===== config.mk =====
export PLATFORM = sky130hd
export DESIGN_NAME = sr04_ranging_ctrl
export DESIGN_NICKNAME = d
export VERILOG_FILES = /design/src/rtl/sr04_pkg.sv /design/src/rtl/sr04_cm_counter.sv /design/src/rtl/sr04_ranging_ctrl.sv
export SDC_FILE = /design/constraint.sdc
export NUM_CORES = 1
export LEC_CHECK = 0
export BUFFER_PORTS_ARGS = -buffer_cell sky130_fd_sc_hd__buf_4
export CORE_MARGIN = 5
export CORE_UTILIZATION = 50
export DETAILED_ROUTE_END_ITERATION = 7
export GPL_ROUTABILITY_DRIVEN = 0
export PLACE_DENSITY_LB_ADDON = 0.08
export SYNTH_ARGS = -nofsm -noshare
export SYNTH_HDL_FRONTEND = slang
export SYNTH_HIERARCHICAL = 1
export SYNTH_SLANG_ARGS = --single-unit

===== constraint.sdc =====
create_clock -name clk -period 3.65 [get_ports clk]
set_clock_uncertainty 0.2 [all_clocks]
set_input_delay 0.1825 -clock clk [delete_from_list [all_inputs] [get_ports clk]]
set_output_delay 0.1825 -clock clk [all_outputs]
set_load 0.005 [all_outputs]

===== src/rtl/sr04_pkg.sv =====
// Shared types and default timing for the HC-SR04 ranging sequencer.
// Shared by the top-level controller and the centimetre counter.
package sr04_pkg;

  typedef enum logic [2:0] {
    ST_IDLE      = 3'd0,
    ST_TRIG      = 3'd1,
    ST_WAIT_RISE = 3'd2,
    ST_MEASURE   = 3'd3,
    ST_HOLDOFF   = 3'd4
  } state_t;

  localparam int unsigned DEF_TRIG_US         = 10;
  localparam int unsigned DEF_ECHO_TIMEOUT_US = 30000;
  localparam int unsigned DEF_HOLDOFF_US      = 60000;
  localparam int unsigned DEF_US_PER_CM       = 58;
  localparam int unsigned DEF_CM_W            = 12;

  function automatic int unsigned max3(input int unsigned a, input int unsigned b,
                                       input int unsigned c);
    int unsigned m;
    m = (a > b) ? a : b;
    return (m > c) ? m : c;
  endfunction

endpackage


===== src/rtl/sr04_cm_counter.sv =====
// Divide-by-US_PER_CM tick counter producing whole centimetres of echo time.
// Held at zero while disabled, so each enable window starts from a clean count.
module sr04_cm_counter
  import sr04_pkg::*;
#(
  parameter int unsigned US_PER_CM = DEF_US_PER_CM,
  parameter int unsigned CM_W      = DEF_CM_W
) (
  input  logic            clk,
  input  logic            reset_n,
  input  logic            clk_usec,
  input  logic            en,
  output logic [CM_W-1:0] cm
);

  localparam int unsigned     SUB_W    = (US_PER_CM > 1) ? $clog2(US_PER_CM) : 1;
  localparam logic [SUB_W-1:0] SUB_LAST = SUB_W'(US_PER_CM - 1);
  localparam logic [CM_W-1:0]  CM_MAX   = '1;

  logic [SUB_W-1:0] sub;

  // NOTE: sequential state uses non-blocking assignments only, so every flop
  // samples pre-edge values regardless of block evaluation order.
  always_ff @(posedge clk or negedge reset_n) begin
    if (!reset_n) begin
      sub <= '0;
      cm  <= '0;
    end else if (!en) begin
      sub <= '0;
      cm  <= '0;
    end else if (clk_usec) begin
      if (sub == SUB_LAST) begin
        sub <= '0;
        if (cm != CM_MAX) cm <= cm + 1'b1;
      end else begin
        sub <= sub + 1'b1;
      end
    end
  end

endmodule


===== src/rtl/sr04_ranging_ctrl.sv =====
// One HC-SR04 ranging cycle: trigger, wait for echo, time it in cm, hold off.
// Echo is synchronized and edge-detected; every output is registered.
module sr04_ranging_ctrl
  import sr04_pkg::*;
#(
  parameter int unsigned TRIG_US         = DEF_TRIG_US,
  parameter int unsigned ECHO_TIMEOUT_US = DEF_ECHO_TIMEOUT_US,
  parameter int unsigned HOLDOFF_US      = DEF_HOLDOFF_US,
  parameter int unsigned US_PER_CM       = DEF_US_PER_CM,
  parameter int unsigned CM_W            = DEF_CM_W
) (
  input  logic            clk,
  input  logic            reset_n,
  input  logic            clk_usec,
  input  logic            start,
  input  logic            auto_en,
  input  logic            echo,
  output logic            trig,
  output logic [CM_W-1:0] distance_cm,
  output logic            valid,
  output logic            timeout,
  output logic            busy
);

  localparam int unsigned US_W = $clog2(max3(TRIG_US, ECHO_TIMEOUT_US, HOLDOFF_US) + 1);

  state_t          state, next_state;
  logic [US_W-1:0] us_cnt;
  logic            echo_meta, echo_sync, echo_prev;
  logic            echo_rise, echo_fall;
  logic            trig_hit, echo_to_hit, holdoff_hit;
  logic            cm_en;
  logic [CM_W-1:0] cm;
  logic            trig_d, busy_d, valid_d, timeout_set, timeout_clr;

  // Two-flop synchronizer plus one delay flop for edge detection.
  always_ff @(posedge clk or negedge reset_n) begin
    if (!reset_n) begin
      echo_meta <= 1'b0;
      echo_sync <= 1'b0;
      echo_prev <= 1'b0;
    end else begin
      echo_meta <= echo;
      echo_sync <= echo_meta;
      echo_prev <= echo_sync;
    end
  end

  assign echo_rise   = echo_sync & ~echo_prev;
  assign echo_fall   = ~echo_sync & echo_prev;
  assign trig_hit    = (us_cnt == US_W'(TRIG_US));
  assign echo_to_hit = (us_cnt == US_W'(ECHO_TIMEOUT_US));
  assign holdoff_hit = (us_cnt == US_W'(HOLDOFF_US));

  always_ff @(posedge clk or negedge reset_n) begin
    if (!reset_n) state <= ST_IDLE;
    else          state <= next_state;
  end

  // NOTE: next_state takes its hold value first, so no path leaves it
  // unassigned and no latch is inferred.
  always_comb begin
    next_state = state;
    unique case (state)
      ST_IDLE:      if (start | auto_en) next_state = ST_TRIG;
      ST_TRIG:      if (trig_hit) next_state = ST_WAIT_RISE;
      ST_WAIT_RISE: if (echo_rise || echo_to_hit) next_state = echo_rise ? ST_MEASURE : ST_HOLDOFF;
      ST_MEASURE:   if (echo_fall || echo_to_hit) next_state = ST_HOLDOFF;
      ST_HOLDOFF:   if (holdoff_hit) next_state = ST_IDLE;
      default:      next_state = ST_IDLE;
    endcase
  end

  // Edges win over a coincident timeout, so timeout is only set without one.
  always_comb begin
    trig_d      = (next_state == ST_TRIG);
    busy_d      = (next_state != ST_IDLE);
    valid_d     = (state == ST_MEASURE) && echo_fall;
    timeout_set = ((state == ST_WAIT_RISE) && !echo_rise && echo_to_hit) ||
                  ((state == ST_MEASURE)   && !echo_fall && echo_to_hit);
    timeout_clr = (state == ST_IDLE) && (next_state == ST_TRIG);
  end

  always_ff @(posedge clk or negedge reset_n) begin
    if (!reset_n) begin
      trig        <= 1'b0;
      busy        <= 1'b0;
      valid       <= 1'b0;
      timeout     <= 1'b0;
      distance_cm <= '0;
    end else begin
      trig  <= trig_d;
      busy  <= busy_d;
      valid <= valid_d;
      if (valid_d)          distance_cm <= cm;
      if (timeout_clr)      timeout     <= 1'b0;
      else if (timeout_set) timeout     <= 1'b1;
    end
  end

  // Cleared on every state change; the per-state compares see fresh counts.
  always_ff @(posedge clk or negedge reset_n) begin
    if (!reset_n)                                       us_cnt <= '0;
    else if (next_state != state || state == ST_IDLE)   us_cnt <= '0;
    else if (clk_usec)                                  us_cnt <= us_cnt + 1'b1;
  end

  // Enabled from the entry edge up to the fall edge so the latched count
  // covers the whole echo window, not one tick less.
  assign cm_en = (next_state == ST_MEASURE);

  sr04_cm_counter #(
    .US_PER_CM (US_PER_CM),
    .CM_W      (CM_W)
  ) u_cm_counter (
    .clk      (clk),
    .reset_n  (reset_n),
    .clk_usec (clk_usec),
    .en       (cm_en),
    .cm       (cm)
  );

endmodule


---- Yosys cells after proc, flatten, opt, wreduce, memory -nomap -nowiden ----
Index checks and enable logic that the tools add are counted.
storage, ports and cells
  register bits ........................... 56
  output and inout port bits .............. 16
  logic and storage cells ................. 70
operators by class
  $add $sub $neg .......................... 3
  equal/unequal tests ..................... 15
  muxes and demuxes ....................... 18
  bitwise operators ....................... 5
  reductions and logical operators ........ 17
operators by type and width
  operator                 number
  $mux W12                 4
  $mux W16                 2
  $mux W3                  6
  $mux W6                  3
  $add A16 B1 Y16 const B  1
  $eq A16 B15 Y1 const B   1
  $eq A16 B16 Y1 const B   1
  $eq A16 B4 Y1 const B    1
  $pmux W3 S5              1
  $add A12 B1 Y12 const B  1
  $ne A12 B12 Y1 const B   1
  $eq A3 B2 Y1 const B     3
  $add A6 B1 Y6 const B    1
  $eq A3 B1 Y1 const B     2
  $eq A6 B6 Y1 const B     1
  $logic_and A1 B1 Y1      6
  $ne A2 B2 Y1 const B     3
  $logic_or A1 B1 Y1       4
  $reduce_bool A2 Y1       2
  $eq A3 B3 Y1 const B     1
  $logic_not A3 Y1         1
  $ne A3 B3 Y1             1
  $reduce_and A3 Y1        1
  $reduce_bool A3 Y1       1
  other kinds (5)          9

---- Depth between registers and ports, before layout ----
  depth after elaboration ................. 8
  gate-level depth with buffers ........... 12

---- By module ----
Netlist, hierarchy kept.
modules (own cells, without submodules)
  module             times used  cells an instance  area an instance (um^2)  sequential area each (um^2)
  sr04_ranging_ctrl  1           168                1890.6                   950.9
  sr04_cm_counter    1           120                1146.1                   450.4

---- Least setup slack after synthesis ----
OpenSTA, ideal clock, no wires.
  path type ............................... reg2reg
  from .................................... register us_cnt[0]
  to ...................................... register u_cm_counter.cm[9]
  library setup time ...................... 92 ps
  arrival ................................. 2382 ps
  required time ........................... 3358 ps
  path slack .............................. 976 ps
  stages on the path, launching flop included .. 12
  period minus slack after synthesis ...... 2674 ps
  cell sequence ........................... dfrtp_1 inv_1 ha_1 or4b_4 nor2_1 o22a_1 nor2_1 clkbuf_2 o21a_1 or3_1 buf_6 o31ai_2
between the ends
  longest elaborated chain between the ends .. 7
RTL lines
  what                                          line                                              RTL
  from (decl)                                   sr04_ranging_ctrl.sv:28                           logic [US_W-1:0] us_cnt;
  from (signal assigned)                        sr04_ranging_ctrl.sv:105                          else if (clk_usec) us_cnt <= us_cnt + 1'b1;
  $eq A16 B15 Y1                                sr04_ranging_ctrl.sv:52                           assign echo_to_hit = (us_cnt == US_W'(ECHO_TIMEOUT_US));
  $logic_or A1 B1 Y1, on equally long branches  sr04_ranging_ctrl.sv:68, sr04_ranging_ctrl.sv:67
  $mux W3, on equally long branches             sr04_ranging_ctrl.sv:68, sr04_ranging_ctrl.sv:67
  $pmux W3 S5 (*)                               sr04_ranging_ctrl.sv:64                           unique case (state)
  $eq A3 B2 Y1 (*)                              sr04_ranging_ctrl.sv:110                          assign cm_en = (next_state == ST_MEASURE);
  named net cm_en                               sr04_ranging_ctrl.sv:32                           logic cm_en;
  $ne A2 B2 Y1 (no line)                        --
  $reduce_and A3 Y1 (no line)                   --
  to (signal assigned)                          sr04_cm_counter.sv:34                             if (cm != CM_MAX) cm <= cm + 1'b1;
  to (decl)                                     sr04_cm_counter.sv:13                             output logic [CM_W-1:0] cm
The timed path passes the listed nets; every way through them passes the cells marked *.
A chain may end at the register's enable or synchronous reset.

---- Final worst setup path ----
Same ends and word-level chain as after synthesis.

==> impl_metrics.tcl <==
set metrics [dict create \
    drc 0 \
    n_antenna_cell 0 \
    met2_usage 0.2753 \
    wl_um 5877 \
    area_growth_syn_to_layout_pct 9.971 \
    final_util 0.5640 \
    synthTopCellsByArea "dfrtp_1 46%, mux2_1 3.3%, xnor2_1 2.9%" \
    setup_viol_count_final 0 \
    gr-usage-met1 0.2121 \
    switching_share 0.3232 \
    cts_root_buffer "clkbuf_8" \
    power_frac_clock 0.254 \
    syn_area_per_cell_um2 10.54 \
    numClockSinks 56 \
    ant_nets 0 \
    die_area_um2 7732 \
    yosysWarningCount 6 \
    yosysTopAreaCell "dfrtp_1" \
    wire_per_inst_um 15.15 \
    drt_pass1_iterations 4 \
    core_area_um2 5921 \
    layoutNonFillerInstCount 388 \
    syn_inst 288 \
    reg2reg_slack_ns 0.53 \
    top_usage_layer "met2" \
    min_period_ns 3.117 \
    rr_endpoint "u_cm_counter/cm[9]" \
    status "finished, final reports clean" \
    synth_edf_count 0 \
    io_buffers 21 \
    synthArstFlopShare 1.000 \
    synthFlopType "dfrtp_1" \
    critPathCaptureType "flop" \
    hold_class "input pin to flop" \
    met3_usage 0.03575 \
    yosys_register_bits 56 \
    synth_top_area_frac 0.4615 \
    cts_buffers 5 \
    drive_above_1_share 0.2077 \
    grt_first_pass_wirelength_um 10200 \
    yosysUniqueCellTypes 59 \
    cp.required_ns 3.67 \
    pwr-share-comb 0.231 \
    grt_usage 0.1653 \
    cp_max_fo 17 \
    die_h_um 87.93 \
    drtIter0Drc 79 \
    p_switching_mw 0.4472 \
    ioPinCount 22 \
    synth_area_um2 3037 \
    arrival_ns 3.14 \
    rsz0062_at_grt "false" \
    max-clock-path-buffers 2 \
    maxCapViolCount 0 \
    internal_power_mw 0.9364 \
    crit-reg2reg-launch "us_cnt[0]" \
    post-dp-hpwl_um 4137 \
    antenna_found_initial 0 \
    vdd_drop_max_mv 0.2159 \
    grt_pass1_vias 2216 \
    endpoint "u_cm_counter/cm[9]" \
    overflow 0 \
    crit_start "us_cnt[0]" \
    start_util 0.5129 \
    nets 324 \
    grt_max_degree 57 \
    setup_tns_ns 0 \
    final.period_utilization 0.8539 \
    crit_path_start_kind "flop" \
    cts_tree "built" \
    final.fill_count 529 \
    place_inst 375 \
    seq_power_share 0.515 \
    clk_pin_slew_ns 0.10 \
    worst-r2r-cell-count 9 \
    clkLatencyLatePin_ns 0.31 \
    powerDensity_nw_per_um2 414.3 \
    critPathKind "flop to flop" \
    num_vias 2206 \
    fmax_mhz 320.9 \
    p_leak_nw 1.534 \
    num_rows 28 \
    seq_area_frac_synth 0.4615 \
    hold_viol 0 \
    cts_max_level 2 \
    max_slew_margin 0.5367 \
    die_w_um 87.93 \
    routed_via_density 5.686 \
    worstMarginPinSlew_ns 0.6950 \
    synthesis.nets 300 \
    slew_violations 0 \
]
## cell families after synthesis
logic type | count (synthesis) | share of synthesized area
AO/OA/AOI/OAI | 54 | 0.1384
XOR/XNOR | 16 | 0.04615
adder cells (fa/ha/maj) | 6 | 0.02472
buffers and inverters | 21 | 0.04821
flip-flops | 56 | 0.4615
multiplexers | 13 | 0.04780
AND/OR/NAND/NOR | 122 | 0.2332
## registers in the layout, summed over array words and instances (netlist names), 3 cells and up
register / count
state: 3
distance_cm: 12
us_cnt: 16
u_cm_counter/cm: 12
u_cm_counter/sub: 6
## cell usage in the layout (no fill, tap or decap), types with 5 or more instances in the layout
cell            n
xnor2_1        10
nand3_1        12
dfrtp_1        56
inv_1          10
xor2_1          6
dlygate4sd3_1   5
nand2_1        16
and3_1          7
o31ai_1         7
mux2_1          9
nand4_1        10
o21a_1          5
nor2_2         11
buf_4          23
clkbuf_8        6
o211ai_1        5
nor3_1          9
o21ai_0        15
ha_1            6
nor2_1         19
## per-layer routing
| metal | routed length (µm) | part of all wire | vias to the layer above |
|---|---|---|---|
| met5 | 0 | 0 | - |
| li1 | - | - | 1091 |
| met4 | 97 | 0.017 | 0 |
| met2 | 2808 | 0.48 | 42 |
| met3 | 210 | 0.036 | 11 |
| met1 | 2761 | 0.47 | 1062 |
## power groups by stage
stage	sequential (mW)	clock, mW	combinational (mW)
3_3_place_gp	0.725	0	0.312
3_5_place_dp	0.725	0	0.313
4_1_cts	0.713	0.367	0.322
2_1_floorplan	0.710	0	0.268
6_report	0.713	0.352	0.319
5_1_grt	0.721	0.388	0.357
## cell usage after synthesis (5+ instances only)
master / count
nor2_2: 10
o31ai_1: 7
xnor2_1: 10
xor2_1: 6
nand4_1: 10
nand3_1: 12
inv_1: 10
nor3_1: 9
o21ai_0: 15
mux2_1: 9
ha_1: 6
o21a_1: 5
dfrtp_1: 56
nand2_1: 16
o211ai_1: 5
and3_1: 7
nor2_1: 20
## repair_timing
action	CTS	global route
setup buffers	0	0
resized for setup	0	1
setup endpoints to repair	0	2
hold endpoints to repair	59	0
hold buffers	5	0
## worst max-delay path: stages, from the launching register on
cell,delay (ns)
dfrtp_1,0.43
inv_1,0.09
ha_1,0.13
or4b_4,0.47
nor2_1,0.19
o22a_1,0.20
nor2_2,0.14
o21a_1,0.30
or3_1,0.60
o31ai_2,0.27
## cell type report
| cell class | count | area, µm² | share of cell area |
|---|---|---|---|
| inverters | 10 | 37.54 | 0.01124 |
| clock inverters | 2 | 10.01 | 0.002997 |
| flip-flops and latches | 56 | 1401 | 0.4196 |
| well taps | 75 | 93.84 | 0.02810 |
| clock buffers | 6 | 82.58 | 0.02473 |
| repair buffers | 28 | 222.7 | 0.06669 |
| multi-input cells | 211 | 1491 | 0.4466 |
## metrics by stage
step	total power, mW	hold slack, ns	instance area (µm²)	setup WS, ns
2_1_floorplan	0.9788	-0.3131	3037	0.9764
3_3_place_gp	1.037	0.08253	3194	0.3566
3_5_place_dp	1.038	0.08047	3194	0.3083
4_1_cts	1.403	0.04824	3337	0.2881
5_1_grt	1.466	0.06403	3339	0.2986
6_report	1.384	0.06669	3339	0.5333
## worst min-delay path by stage
stage,startpoint,end,slack [ns],depth (start not counted)
2_1_floorplan,reset_n,busy,-0.31,0
3_3_place_gp,reset_n,us_cnt[7],0.08,1
3_5_place_dp,reset_n,us_cnt[7],0.08,1
4_1_cts,clk_usec,us_cnt[0],0.05,3
5_1_grt,clk_usec,us_cnt[0],0.06,3
6_report,clk_usec,us_cnt[0],0.07,3
Note: power is estimated with default switching activity, not from simulation.
